<file path="src/rtl/jk_ctrl_pkg.sv">
// Shared JK latch-bank control encodings.
// Command and sequencer state encodings plus the expected-Q helper.
package jk_ctrl_pkg;

    typedef enum logic [1:0] {
        CMD_HOLD   = 2'b00,
        CMD_RESET  = 2'b01,
        CMD_SET    = 2'b10,
        CMD_TOGGLE = 2'b11
    } cmd_e;

    typedef enum logic [1:0] {
        ST_IDLE   = 2'b00,
        ST_SETUP  = 2'b01,
        ST_STROBE = 2'b10,
        ST_HOLD   = 2'b11
    } state_e;

    localparam int CELLS = 4;

    // Value a JK cell should show after one strobe of cmd from prev.
    function automatic logic exp_q(input cmd_e cmd, input logic prev);
        logic r;
        r = prev;
        unique case (cmd)
            CMD_HOLD:   r = prev;
            CMD_RESET:  r = 1'b0;
            CMD_SET:    r = 1'b1;
            CMD_TOGGLE: r = ~prev;
        endcase
        return r;
    endfunction

endpackage

</file>
<file path="src/rtl/rr_arb2.sv">
// Two-way round-robin arbiter, A favoured out of reset.
// The last-served requester loses a tie on the next arbitration.
module rr_arb2 (
    input  logic       clk,
    input  logic       rst_n,
    input  logic [1:0] req,
    input  logic       advance,
    output logic [1:0] gnt
);

    logic prio_b_q;

    // One-hot grant: uncontested requests win, ties go to the favoured side.
    always_comb begin
        gnt    = '0;
        gnt[0] = req[0] & (~prio_b_q | ~req[1]);
        gnt[1] = req[1] & (prio_b_q | ~req[0]);
    end

    // Favour the other side once a grant is actually taken.
    always_ff @(posedge clk or negedge rst_n) begin
        if (!rst_n) begin
            prio_b_q <= 1'b0;
        end else if (advance && (|gnt)) begin
            prio_b_q <= gnt[0];
        end
    end

endmodule

</file>
<file path="src/rtl/jk_bank_arbiter.sv">
// Arbitrates two requesters onto a 4-cell external JK latch bank.
// Define JK_BANK_VERIFY_EN to add the sticky err readback checker.
module jk_bank_arbiter
    import jk_ctrl_pkg::*;
#(
    parameter int SETUP_CYC  = 1,
    parameter int STROBE_CYC = 1
) (
    input  logic       clk,
    input  logic       rst_n,
    input  logic       req_a,
    input  logic       req_b,
    input  logic [1:0] cmd_a,
    input  logic [1:0] cmd_b,
    input  logic [1:0] sel_a,
    input  logic [1:0] sel_b,
    output logic       gnt_a,
    output logic       gnt_b,
    output logic       done_a,
    output logic       done_b,
    output logic [3:0] J,
    output logic [3:0] K,
    output logic [3:0] En,
    input  logic [3:0] Q,
    output logic       rd_q,
    output logic       busy
`ifdef JK_BANK_VERIFY_EN
    ,
    output logic       err
`endif
);

    state_e     state_q, state_d;
    logic [3:0] cnt_q, cnt_d;
    cmd_e       cmd_q;
    logic [1:0] sel_q;
    logic       own_b_q;
    logic [1:0] arb_gnt;
    logic       idle;
    logic       take;
    logic [1:0] win_sel;

    assign idle    = (state_q == ST_IDLE);
    assign take    = idle & rst_n & (|arb_gnt);
    assign gnt_a   = take & arb_gnt[0];
    assign gnt_b   = take & arb_gnt[1];
    assign busy    = ~idle;
    assign win_sel = arb_gnt[1] ? sel_b : sel_a;

    rr_arb2 u_arb (
        .clk     (clk),
        .rst_n   (rst_n),
        .req     ({req_b, req_a}),
        .advance (take),
        .gnt     (arb_gnt)
    );

    // Sequencer next state and per-cell drive.
    always_comb begin
        state_d = state_q;
        cnt_d   = cnt_q;
        J       = '0;
        K       = '0;
        En      = '0;
        done_a  = 1'b0;
        done_b  = 1'b0;
        unique case (state_q)
            ST_IDLE: begin
                if (take) begin
                    state_d = ST_SETUP;
                    cnt_d   = '0;
                end
            end
            ST_SETUP: begin
                J[sel_q] = cmd_q[1];
                K[sel_q] = cmd_q[0];
                if (cnt_q == 4'(SETUP_CYC - 1)) begin
                    state_d = ST_STROBE;
                    cnt_d   = '0;
                end else begin
                    cnt_d = cnt_q + 4'd1;
                end
            end
            ST_STROBE: begin
                J[sel_q]  = cmd_q[1];
                K[sel_q]  = cmd_q[0];
                En[sel_q] = 1'b1;
                if (cnt_q == 4'(STROBE_CYC - 1)) begin
                    state_d = ST_HOLD;
                    cnt_d   = '0;
                end else begin
                    cnt_d = cnt_q + 4'd1;
                end
            end
            ST_HOLD: begin
                J[sel_q] = cmd_q[1];
                K[sel_q] = cmd_q[0];
                done_a   = ~own_b_q;
                done_b   = own_b_q;
                state_d  = ST_IDLE;
            end
        endcase
    end

    // State, phase counter and readback register.
    always_ff @(posedge clk or negedge rst_n) begin
        if (!rst_n) begin
            state_q <= ST_IDLE;
            cnt_q   <= '0;
            rd_q    <= 1'b0;
        end else begin
            state_q <= state_d;
            cnt_q   <= cnt_d;
            if (state_q == ST_HOLD) begin
                rd_q <= Q[sel_q];
            end
        end
    end

    // Latch the winner's command when its grant is taken.
    always_ff @(posedge clk or negedge rst_n) begin
        if (!rst_n) begin
            cmd_q   <= CMD_HOLD;
            sel_q   <= '0;
            own_b_q <= 1'b0;
        end else if (take) begin
            cmd_q   <= arb_gnt[1] ? cmd_e'(cmd_b) : cmd_e'(cmd_a);
            sel_q   <= win_sel;
            own_b_q <= arb_gnt[1];
        end
    end

`ifdef JK_BANK_VERIFY_EN
    logic prev_q;

    // Snapshot the cell before the strobe, flag a wrong result at HOLD.
    always_ff @(posedge clk or negedge rst_n) begin
        if (!rst_n) begin
            prev_q <= 1'b0;
            err    <= 1'b0;
        end else begin
            if (take) begin
                prev_q <= Q[win_sel];
            end
            if ((state_q == ST_HOLD) &&
                (Q[sel_q] != exp_q(cmd_q, prev_q))) begin
                err <= 1'b1;
            end
        end
    end
`endif

endmodule

</file>
<file path="config.mk">
export PLATFORM = sky130hd
export DESIGN_NAME = jk_bank_arbiter
export DESIGN_NICKNAME = d
export VERILOG_FILES = /design/src/rtl/jk_ctrl_pkg.sv /design/src/rtl/rr_arb2.sv /design/src/rtl/jk_bank_arbiter.sv
export SDC_FILE = /design/constraint.sdc
export NUM_CORES = 1
export LEC_CHECK = 0
export ABC_AREA = 1
export ABC_CLOCK_PERIOD_IN_PS = 1470
export BUFFER_PORTS_ARGS = -buffer_cell sky130_fd_sc_hd__buf_2
export CORE_UTILIZATION = 39
export DETAILED_ROUTE_END_ITERATION = 16
export PLACE_DENSITY = 0.68
export SYNTH_ARGS = -nofsm -noshare
export SYNTH_HDL_FRONTEND = slang
export SYNTH_SLANG_ARGS = --single-unit
</file>
<file path="constraint.sdc">
create_clock -name clk -period 1.47 [get_ports clk]
set_clock_uncertainty 0.15 [all_clocks]
set_input_delay 0.2205 -clock clk [delete_from_list [all_inputs] [get_ports clk]]
set_output_delay 0.2205 -clock clk [all_outputs]
set_load 0.02 [all_outputs]
</file>
==> impl_metrics.ini <==
[power]
ir_worst_vdd_uv = 1020
p_sw_mw = 1.36
p_clk_frac = 0.083
combPwrFrac = 0.702
power_leakage_nw = 0.859
swShare = 0.494
power_per_cell_area_nw_per_um2 = 1800
p_seq_frac = 0.216
p_int_mw = 1.40

[cts]
cts_sinks = 13
path_clk_slew_ns = 0.09
clk_latency_ns = 0.27
cts_made_buffers = 3
cts_buffer_depth = 2
cts_tree = done
ctsRootBufferMaster = clkbuf_4
cts_max_level = 1

[timing]
fin_crit_ns = 1.72
period_share = 1.17
worstMarginPinSlew_ns = 0.233
finalWorstSetupSlack_ns = -0.246
setup_viol = 25
fin_tns_setup_ns = -3.97
hold_viol = 0
grt_setup_unrepaired = true
final_max_slew_viol_count = 0
max_freq_mhz = 583
slew_headroom = 0.845

[cells_and_area]
seq_area_um2 = 325
antenna_cells = 0
fin_cells = 227
drive_gt1_frac = 0.457
syn2layout_area_growth_pct = 62.1
nets = 223
fill_cells = 201
multiInputGateArea_um2 = 669

[synth]
synth-seq-cells = 13
yosysWarnings = 0
async_flop_share = 1.00
synth.largest_area_cell = dfrtp_1
synth_most_common_cell = nand2_1
synth_edf_count = 0
synthDistinctLibCells = 13
synth_common_cells = 65 x nand2_1, 18 x inv_1, 18 x nand3_1, 16 x nor2_1, 13 x dfrtp_1
syn_area_um2 = 947
syn_area_per_cell_um2 = 6.44
synth_ff_type = dfrtp_1
ys_top_cells_by_area = dfrtp_1 34%, nand2_1 26%, nand3_1 9.5%
syn_inst = 147
seq_area_frac_synth = 0.343
synth_top_area_frac = 0.343
synthesis.nets = 170

[global_route]
grt_max_degree = 14
grt_first_pass_wirelength_um = 4240
grtUsageTotal = 0.211
use_met3 = 0.0298
grt_util_met1 = 0.256
grt_pass1_vias = 1022
grt.busiest_layer = met2
overflow = 0
antenna_found_initial = 0
grtUsageMet2 = 0.388

[placement]
dp_cells = 214
hpwl_um = 1800
dp_worst_setup_slack_ns = -0.0965
port_buffers = 33
routabilityCongestion = 0.894

[worst_setup_path]
worst-path-buf-inv = 3
r2r_start = state_q[1]
crit_path_top_delay_cell = dfrtp_1
worstPathMaxFanout = 4
cp-start-kind = flop
required_ns = 1.10
max_stage_delay_ns = 0.40
rrSetupSlack_ns = -0.12
critical_path.endpoint_type = output pin
worstReg2RegEnd = state_q[1]
criticalPathCategory = reg -> out
cp_top_family = flip-flops
arrival_ns = 1.35
crit_start = state_q[0]
path_cells = inv_2 -> ha_2 -> inv_4 -> nand2_4 -> nor2_1 -> buf_4
rr_worst_depth = 7

[floorplan]
die_h_um = 51.3
initial_core_util = 0.420
rows = 17
coreArea_um2 = 2250
dieArea_um2 = 2630
ios = 34
die_w_um = 51.3

[drt]
vias_per_cell = 4.80
vias = 1089
ant_nets = 0
wire_per_inst_um = 12.5
dr.first_iter.drc_count = 29
dr.pass1.iters = 4
drc = 0
finalWirelength_um = 2830

[hold_path]
hold_path_end = sel_q[1]
hp-class = in -> reg
min-delay-start = sel_a[1]
hold_depth = 5

[run_status]
status = complete, but fails checks
violations = negative setup slack

[flow_run]
cap_violations = 0
==> power groups by stage <==
stage               logic [mW]  clock network, mW  registers, mW
global placement          1.19                  0          0.573
floorplan                0.827                  0          0.575
detailed placement        1.23                  0          0.577
CTS                       1.57              0.224          0.579
finish                    1.94              0.229          0.597
global route              2.08              0.245          0.608
==> cells by family (layout without fill, tap and decap cells) <==
group	after synthesis	after routing	synth area share
and+or+nand+nor	103	103	0.443
buffers and inverters	23	75	0.112
DFF	13	13	0.343
adders and majority gates	7	7	0.0925
AOI/OAI and AO/OA	1	1	0.00925
==> what timing repair did <==
| action | CTS | global route |
|---|---|---|
| pin swaps | 5 | 2 |
| setup buffers | 6 | 4 |
| hold endpoints to repair | 13 | 0 |
| endpoints found under the setup margin | 28 | 28 |
| resized for setup | 42 | 37 |
| hold buffers | 1 | 0 |
==> stage by stage <==
step	total power, mW	hold slack (ns)	cell area [um^2]	util
detailed placement	1.81	0.0582	1180	0.526
floorplan	1.40	-0.225	947	-
global route	2.93	0.100	1540	0.681
finish	2.77	0.0775	1540	0.681
global placement	1.76	0.0568	1180	0.526
CTS	2.37	0.0804	1380	0.611
==> routing by layer <==
| metal | part of all wire | vias up |
|---|---|---|
| met2 | 0.54 | 32 |
| met1 | 0.41 | 501 |
| met3 | 0.041 | 4 |
| li1 | - | 552 |
| met4 | 0.0081 | 0 |
| met5 | 0 | - |
==> worst max path at each step <==
stage                 end  cells past startpoint  slack (ns)
3_5_place_dp   state_q[1]                      9        -0.1
2_1_floorplan        J[0]                      5       0.004
3_3_place_gp   state_q[1]                      9       -0.04
4_1_cts              K[0]                      6       -0.20
5_1_grt              K[0]                      6       -0.28
6_report             J[0]                      6       -0.25
==> state kept, by name, indices dropped and copies added (netlist names) <==
register,cells
cmd_q,2
sel_q,2
cnt_q,4
state_q,2
rd_q,1
own_b_q,1
u_arb.prio_b_q,1
==> worst reg2reg max path, cell delays in order (launching register included) <==
cell and delay (ns):
dfrtp_1 0.41, buf_4 0.16, ha_2 0.19, or2_2 0.31, nand2_2 0.11, nand2_2 0.06, nand2_1 0.05, nand2_1 0.05
==> cell usage in the layout (no fill, tap or decap), types with 3 or more instances in the layout <==
cell type,count
inv_4,3
inv_1,11
nand2_4,5
buf_2,16
buf_6,12
clkbuf_4,3
dfrtp_1,13
nand2_2,8
nor2_1,13
buf_4,21
ha_1,3
nand2_1,53
nand3_2,5
inv_2,5
nand3_1,12
==> final cells by class <==
class	instances	share of cell area
clock buffers	4	0.0171
inverters	21	0.0628
multi-input cells	111	0.436
repair buffers	50	0.249
flip-flops and latches	13	0.212
well taps	28	0.0228
No activity file was read; power rests on OpenSTA's default activity.
